==> config.mk <==
export PLATFORM = sky130hd
export DESIGN_NAME = wb_ctrl
export DESIGN_NICKNAME = d
export VERILOG_FILES = /design/src/rtl/rv_pkg.sv /design/src/rtl/wb_ctrl_rd_fifo.sv /design/src/rtl/wb_ctrl.sv
export SDC_FILE = /design/constraint.sdc
export NUM_CORES = 1
export LEC_CHECK = 0
export CAP_MARGIN = 20
export CORE_MARGIN = 2
export CORE_UTILIZATION = 52
export DETAILED_ROUTE_END_ITERATION = 7
export PLACE_DENSITY = 0.95
export SLEW_MARGIN = 25
export SYNTH_ARGS = -nofsm -noshare
export SYNTH_HDL_FRONTEND = slang
export SYNTH_SLANG_ARGS = --single-unit
==> constraint.sdc <==
create_clock -name clk -period 4.85 [get_ports clk]
set_clock_uncertainty 0.15 [all_clocks]
set_input_delay 0.485 -clock clk [delete_from_list [all_inputs] [get_ports clk]]
set_output_delay 0.485 -clock clk [all_outputs]
set_load 0.02 [all_outputs]
==> src/rtl/rv_pkg.sv <==
`default_nettype none
// ============================================================================
// Module      : rv_pkg
// Description : Shared register-file types and constants for the write-back
//               controller and its load-destination FIFO.
//                 XLEN       - datapath width
//                 REG_AW     - register index width (32 architectural regs)
//                 REG_X0     - hard-wired zero register index
//                 reg_addr_t - register index type
//                 wb_src_e   - source of the registered write-port value
// Revision    : 1.0 - initial release
// ============================================================================
package rv_pkg;

    localparam int XLEN   = 32;
    localparam int REG_AW = 5;

    typedef logic [REG_AW-1:0] reg_addr_t;

    localparam reg_addr_t REG_X0 = 5'd0;

    typedef enum logic [1:0] {
        WB_NONE = 2'd0,
        WB_ALU  = 2'd1,
        WB_LD   = 2'd2
    } wb_src_e;

    // True for any register that actually holds state (everything but x0).
    function automatic logic is_nz(input reg_addr_t a);
        return (a != REG_X0);
    endfunction

endpackage : rv_pkg
`default_nettype wire

==> src/rtl/wb_ctrl_rd_fifo.sv <==
`default_nettype none
// ============================================================================
// Module      : rd_fifo
// Description : Synchronous FIFO of destination register indices, one entry
//               per outstanding load, popped in issue order as responses
//               return.
// Ports       :
//   clk         in   clock
//   rst         in   synchronous active-high reset (pointers/count cleared)
//   i_push      in   write i_push_addr at the tail
//   i_push_addr in   destination index of the newly issued load
//   i_pop       in   drop the head entry
//   o_full      out  DEPTH entries held
//   o_empty     out  no entries held
//   o_head      out  destination index of the oldest load
// Revision    : 1.0 - initial release
// ============================================================================
module rd_fifo
    import rv_pkg::*;
#(
    parameter int DEPTH = 2
) (
    input  logic      clk,
    input  logic      rst,
    input  logic      i_push,
    input  reg_addr_t i_push_addr,
    input  logic      i_pop,
    output logic      o_full,
    output logic      o_empty,
    output reg_addr_t o_head
);

    localparam int             c_PW       = $clog2(DEPTH);
    localparam logic [c_PW:0]  c_FULL_CNT = (c_PW+1)'(DEPTH);

    reg_addr_t           r_mem [DEPTH];
    logic [c_PW-1:0]     r_wr_ptr;
    logic [c_PW-1:0]     r_rd_ptr;
    logic [c_PW:0]       r_count;

    // Storage needs no reset: an entry is only read once count says it is live.
    always_ff @(posedge clk) begin
        if (i_push) begin
            r_mem[r_wr_ptr] <= i_push_addr;
        end
    end

    // DEPTH is a power of two, so pointers wrap by natural overflow.
    always_ff @(posedge clk) begin
        if (rst) begin
            r_wr_ptr <= '0;
            r_rd_ptr <= '0;
            r_count  <= '0;
        end else begin
            if (i_push) begin
                r_wr_ptr <= r_wr_ptr + 1'b1;
            end
            if (i_pop) begin
                r_rd_ptr <= r_rd_ptr + 1'b1;
            end
            case ({i_push, i_pop})
                2'b10:   r_count <= r_count + 1'b1;
                2'b01:   r_count <= r_count - 1'b1;
                default: r_count <= r_count;
            endcase
        end
    end

    assign o_full  = (r_count == c_FULL_CNT);
    assign o_empty = (r_count == '0);
    assign o_head  = r_mem[r_rd_ptr];

    a_no_push_full : assert property (@(posedge clk) disable iff (rst)
        !(i_push && o_full));
    a_no_pop_empty : assert property (@(posedge clk) disable iff (rst)
        !(i_pop && o_empty));

endmodule : rd_fifo
`default_nettype wire

==> src/rtl/wb_ctrl.sv <==
`default_nettype none
// ============================================================================
// Module      : wb_ctrl
// Description : Register-file write-back controller. Merges single-cycle ALU
//               results and in-order load responses onto the one register
//               file write port, tracks destinations of outstanding loads in
//               a pending scoreboard and stalls issue on RAW/WAW hazards
//               against them.
// Ports       :
//   clk, rst               clock, synchronous active-high reset
//   i_issue_*              instruction presented by the issue stage
//   o_issue_stall          combinational: hold issue this cycle
//   i_alu_*                ALU result (fixed priority on the write port)
//   i_ld_rsp_valid/_data   load response, returns in issue order
//   o_ld_rsp_ready         load response consumed this cycle
//   o_rd_wr/_addr/_data    registered register-file write port
// Revision    : 1.0 - initial release
// ============================================================================
module wb_ctrl
    import rv_pkg::*;
#(
    parameter int XLEN      = 32,
    parameter int LDQ_DEPTH = 2
) (
    input  logic            clk,
    input  logic            rst,
    input  logic            i_issue_valid,
    input  logic [4:0]      i_issue_rs1_addr,
    input  logic [4:0]      i_issue_rs2_addr,
    input  logic [4:0]      i_issue_rd_addr,
    input  logic            i_issue_rd_wr,
    input  logic            i_issue_is_load,
    output logic            o_issue_stall,
    input  logic            i_alu_valid,
    input  logic [4:0]      i_alu_rd_addr,
    input  logic [XLEN-1:0] i_alu_rd_data,
    input  logic            i_ld_rsp_valid,
    input  logic [XLEN-1:0] i_ld_rsp_data,
    output logic            o_ld_rsp_ready,
    output logic            o_rd_wr,
    output logic [4:0]      o_rd_addr,
    output logic [XLEN-1:0] o_rd_data
);

    localparam int                 c_NREGS    = 2**REG_AW;
    localparam logic [c_NREGS-1:0] c_ONE_HOT0 = {{(c_NREGS-1){1'b0}}, 1'b1};

    // ------------------------------------------------------------------
    // State
    // ------------------------------------------------------------------
    logic [c_NREGS-1:0] r_pend;
    logic               r_rd_wr;
    reg_addr_t          r_rd_addr;
    logic [XLEN-1:0]    r_rd_data;
    wb_src_e            r_wb_src;

    // ------------------------------------------------------------------
    // Combinational control
    // ------------------------------------------------------------------
    logic               w_q_full;
    logic               w_q_empty;
    reg_addr_t          w_q_head;
    logic               w_rs1_haz;
    logic               w_rs2_haz;
    logic               w_waw_haz;
    logic               w_full_haz;
    logic               w_stall;
    logic               w_issue_acc;
    logic               w_push;
    logic               w_alu_wr;
    logic               w_ld_ready;
    logic               w_ld_pop;
    logic [c_NREGS-1:0] w_pend_set;
    logic [c_NREGS-1:0] w_pend_clr;

    assign w_rs1_haz  = is_nz(i_issue_rs1_addr) & r_pend[i_issue_rs1_addr];
    assign w_rs2_haz  = is_nz(i_issue_rs2_addr) & r_pend[i_issue_rs2_addr];
    assign w_waw_haz  = i_issue_rd_wr & is_nz(i_issue_rd_addr) & r_pend[i_issue_rd_addr];
    // No credit for a pop in the same cycle: keeps stall off the response path.
    assign w_full_haz = i_issue_is_load & w_q_full;

    assign w_stall     = i_issue_valid & (w_rs1_haz | w_rs2_haz | w_waw_haz | w_full_haz);
    assign w_issue_acc = i_issue_valid & ~w_stall;
    // Loads to x0 are still queued so their responses stay matched in order.
    assign w_push      = w_issue_acc & i_issue_is_load;

    // An ALU write to x0 is a no-op and does not block the load path.
    assign w_alu_wr   = i_alu_valid & is_nz(i_alu_rd_addr);
    assign w_ld_ready = ~w_q_empty & ~w_alu_wr;
    assign w_ld_pop   = i_ld_rsp_valid & w_ld_ready;

    assign w_pend_set = (w_push & i_issue_rd_wr & is_nz(i_issue_rd_addr))
                        ? (c_ONE_HOT0 << i_issue_rd_addr) : '0;
    assign w_pend_clr = (w_ld_pop & is_nz(w_q_head))
                        ? (c_ONE_HOT0 << w_q_head) : '0;

    // ------------------------------------------------------------------
    // Outstanding-load destination queue
    // ------------------------------------------------------------------
    rd_fifo #(
        .DEPTH(LDQ_DEPTH)
    ) u_rd_fifo (
        .clk         (clk),
        .rst         (rst),
        .i_push      (w_push),
        .i_push_addr (i_issue_rd_addr),
        .i_pop       (w_ld_pop),
        .o_full      (w_q_full),
        .o_empty     (w_q_empty),
        .o_head      (w_q_head)
    );

    // ------------------------------------------------------------------
    // Pending scoreboard. The bit clears on the edge that registers the
    // load write; the register file bypass covers the following cycle.
    // ------------------------------------------------------------------
    always_ff @(posedge clk) begin
        if (rst) begin
            r_pend <= '0;
        end else begin
            r_pend <= (r_pend & ~w_pend_clr) | w_pend_set;
        end
    end

    // ------------------------------------------------------------------
    // Registered write port. Address/data hold when idle.
    // ------------------------------------------------------------------
    always_ff @(posedge clk) begin
        if (rst) begin
            r_rd_wr   <= 1'b0;
            r_rd_addr <= REG_X0;
            r_rd_data <= '0;
            r_wb_src  <= WB_NONE;
        end else if (w_alu_wr) begin
            r_rd_wr   <= 1'b1;
            r_rd_addr <= i_alu_rd_addr;
            r_rd_data <= i_alu_rd_data;
            r_wb_src  <= WB_ALU;
        end else if (w_ld_pop) begin
            r_rd_wr   <= is_nz(w_q_head);
            r_rd_addr <= w_q_head;
            r_rd_data <= i_ld_rsp_data;
            r_wb_src  <= WB_LD;
        end else begin
            r_rd_wr   <= 1'b0;
            r_wb_src  <= WB_NONE;
        end
    end

    assign o_issue_stall  = w_stall;
    assign o_ld_rsp_ready = w_ld_ready;
    assign o_rd_wr        = r_rd_wr;
    assign o_rd_addr      = r_rd_addr;
    assign o_rd_data      = r_rd_data;

    // ------------------------------------------------------------------
    // Simulation checks
    // ------------------------------------------------------------------
    // The WAW stall keeps a new load off any register still pending.
    a_no_set_clr_same : assert property (@(posedge clk) disable iff (rst)
        ((w_pend_set & w_pend_clr) == '0));
    a_no_wr_x0 : assert property (@(posedge clk) disable iff (rst)
        (r_rd_wr |-> is_nz(r_rd_addr)));
    a_src_consistent : assert property (@(posedge clk) disable iff (rst)
        ((r_wb_src == WB_NONE) |-> !r_rd_wr));

endmodule : wb_ctrl
`default_nettype wire

==> flow_summary_export.csv <==
group,metric,value,unit
clock_tree,clkSinkCount,85,
logic_synthesis,synth-edff-count,10,
power_and_ir_drop,total_power,1710,uW
critical_path,start_kind,"input pin",
timing,fin_crit,4.42,ns
power_and_ir_drop,p_int,1220,uW
critical_path,reg2regPathDepth,8,
global_routing,grt_max_degree,72,
die,die_h,99.1,um
logic_synthesis,syn-mean-instance-area,9.54,um2
critical_path,worstReg2RegStart,"r_pend[23]",
clock_tree,cts_buffer_depth,2,
power_and_ir_drop,switching_power,495,uW
power_and_ir_drop,comb_power_share,0.221,
placed_design,port_buffers,130,
die,core,0.00876,mm2
power_and_ir_drop,seq_power_share,0.447,
routing,drc,0,
logic_synthesis,synth_warnings,0,
clock_tree,h-tree-depth,3,
die,die_w,99.1,um
finish,multi_input_comb_area,0.00271,mm2
global_routing,grt_pass1_vias,4777,
logic_synthesis,synthesis.nets,585,
routing,wl_per_cell,21.5,um
routing,antenna_left,0,
timing,fin_crit_sh,0.911,
worst_hold_path,hold_path_depth,1,
critical_path,cp_data_arrival_time,3.78,ns
logic_synthesis,synthArstFlopShare,0,
power_and_ir_drop,leakagePower,0.00212,uW
power_and_ir_drop,p_per_area,274,mW/mm2
timing,grt_setup_unrepaired,"false",
run,cap_violations,0,
clock_tree,cts_resized,0,
timing,setup_viol,0,
critical_path,reg2reg_slack,2.00,ns
worst_hold_path,hp-class,"flip-flop to flip-flop",
logic_synthesis,ys_types,55,
power_and_ir_drop,switching_share,0.289,
routing,drt_iter0_drc,451,
timing,max_slew_margin,0.526,
run_status,outcome,"finished clean",
routing,vias,4706,
clock_tree,clock-root-buffer,"clkbuf_8",
routing,vias_per_cell,6.53,
global_routing,antenna_found_initial,0,
die,die_area,0.00982,mm2
finish,instances_no_fill,721,
finish,diodes,0,
clock_tree,cts_hold_buffers,0,
routing,drt-pass1-iter-count,7,
finish,fin_area,0.00626,mm2
critical_path,r2r_end,"u_rd_fifo.r_count[1]",
placed_design,place.gp.congestion,1.02,
global_routing,grt_pass1_wl,24.4,mm
critical_path,crit_fanout,12,
worst_hold_path,hold_start,"r_pend[0]",
clock_tree,clk_pin_slew_worst_paths,0.08,ns
die,io_pins,131,
placed_design,place_inst,705,
logic_synthesis,syn_area,0.00470,mm2
finish,finalNetCount,700,
placed_design,place_area,0.00604,mm2
finish,syn_to_final_growth,33.0,%
timing,worst_pin_slew,0.691,ns
global_routing,overflow,0,
logic_synthesis,ys_seq_area_frac,0.383,
logic_synthesis,ys.flop_type,"dfxtp_1",
clock_tree,clk_latency,0.36,ns
die,rows,34,
timing,hold_violations,0,
timing,tns,0,ns
worst_hold_path,min_to,"r_pend[0]",
logic_synthesis,ys_ff_latch,85,
critical_path,end_kind,"output pin",
finish,drive_gt1_frac,0.0914,
logic_synthesis,synthCells,493,
clock_tree,cts_tree,"done",
finish,regArea,0.00180,mm2
critical_path,cp.required,4.22,ns
clock_tree,post_cts_buffers,0,
critical_path,critPathKind,"input pin to output pin",
power_and_ir_drop,p_clk_frac,0.333,
timing,drv_slew,0,
timing,fmax,0.226,GHz
placed_design,dpl.hpwl,11.2,mm
global_routing,groute.usage.overall,0.312,
routing,drt-total-wl,15.5,mm
finish,fillCellCount,615,
clock_tree,cts-buffers-inserted,9,
die,initial_utilization,0.537,
power_and_ir_drop,vdd_ir_drop_max,0.148,mV
[metal layers]
metal	GRT usage	wire length [um]	vias up
li1	-	-	2102
met1	0.377	5620	2168
met2	0.519	7430	359
met5	0	0	-
met3	0.0857	1710	77
met4	0.141	725	0
[kinds of logic after synthesis]
group | synth area share
multiplexers | 0.193
AO/OA/AOI/OAI | 0.200
XOR/XNOR | 0.00559
buffers and inverters | 0.0420
flip-flops | 0.383
AND/OR/NAND/NOR | 0.174
adder cells (fa/ha/maj) | 0.00266
[cells in the final DEF (no fill, tap or decap), types with 4 or more instances in the layout]
cell type and n:
clkdlybuf4s50_1 129, dfxtp_1 75, mux2i_1 57, nor2_1 51
nand2_1 37, a211oi_1 33, o211ai_1 32, o31ai_1 20
nor2b_1 14, o21ai_0 14, nand3_1 12, mux2_2 10
mux4_2 10, nand2b_1 10, buf_4 10, edfxtp_1 10
clkbuf_8 9, a21oi_1 6, and3_1 5, nor3_1 4
[critical path, stage by stage]
cell	delay, ns
clkdlybuf4s50_1	0.87
buf_4	0.33
mux2_2	0.37
o2111ai_1	0.21
a211oi_1	0.10
nor4_4	0.27
nand3_1	0.33
and2_1	0.28
clkdlybuf4s50_1	0.53
[per-stage QoR]
step	hold WS [ns]	worst slack (ns)	util
finish	0.343	0.432	0.714
global route	0.343	0.389	0.714
CTS	0.337	0.527	0.714
detailed placement	0.325	0.533	0.689
global placement	0.323	0.625	0.689
floorplan	0.287	1.80	-
[power by group through the flow]
stage | Clock (uW) | Combinational (uW) | Sequential [uW]
4_1_cts | 570 | 373 | 765
5_1_grt | 597 | 400 | 769
6_report | 570 | 378 | 766
2_1_floorplan | 0 | 165 | 805
3_3_place_gp | 0 | 356 | 777
3_5_place_dp | 0 | 369 | 779
[cells in the mapped netlist, types with 2 or more instances]
master	instances	area, um2
a2111oi_0	2	17.5
a211oi_1	33	248
a21oi_1	6	30.0
a221oi_1	2	17.5
a22o_1	2	17.5
a22oi_1	2	15.0
a311o_1	2	20.0
and2_1	3	18.8
and3_1	5	31.3
buf_1	3	11.3
buf_2	8	40.0
buf_4	6	45.0
buf_6	2	22.5
clkbuf_1	17	63.8
dfxtp_1	75	1500
edfxtp_1	10	300
inv_1	3	11.3
mux2_2	10	113
mux2i_1	57	571
mux4_2	10	225
nand2_1	37	139
nand2b_1	10	62.6
nand3_1	12	60.1
nand3b_1	2	15.0
nor2_1	51	191
nor2b_1	14	87.6
nor3_1	4	20.0
nor3b_1	3	22.5
nor4_1	3	18.8
nor4_4	2	42.5
o211ai_1	32	240
o21ai_0	14	70.1
o22ai_1	2	12.5
o311ai_0	2	17.5
o31ai_1	20	150
o41ai_1	3	26.3
or2_2	3	18.8
or3_1	2	12.5
or4_1	2	15.0
xnor2_1	2	17.5
[sequential cells by signal, summed over array words and instances, names as in the netlist, named ones only]
| register | cells |
|---|---|
| o_rd_wr | 1 |
| u_rd_fifo.r_mem | 10 |
| r_pend | 32 |
| o_rd_data | 32 |
| o_rd_addr | 5 |
| u_rd_fifo.r_count | 2 |
| u_rd_fifo.r_rd_ptr | 1 |
| u_rd_fifo.r_wr_ptr | 1 |
[how the worst max path moves through the flow]
stage	start	to	slack [ns]	cells after the start
after floorplan	i_issue_rd_addr[1]	u_rd_fifo.r_count[1]	1.80	12
after global placement	i_issue_rd_addr[1]	o_issue_stall	0.63	9
after detailed placement	i_issue_rd_addr[1]	o_issue_stall	0.53	9
after CTS	i_issue_rd_addr[1]	o_issue_stall	0.53	9
after global routing	i_issue_rd_addr[1]	o_issue_stall	0.39	9
final	i_issue_rd_addr[1]	o_issue_stall	0.43	9
[final cells by class]
cell class              count  share of cell area
multi-input cells         368               0.434
inverters                   4             0.00240
flip-flops and latches     85               0.288
clock buffers              10              0.0204
well taps                 108              0.0216
clock inverters             6              0.0150
repair buffers            140               0.219
Power figures use the tool's default switching activity.
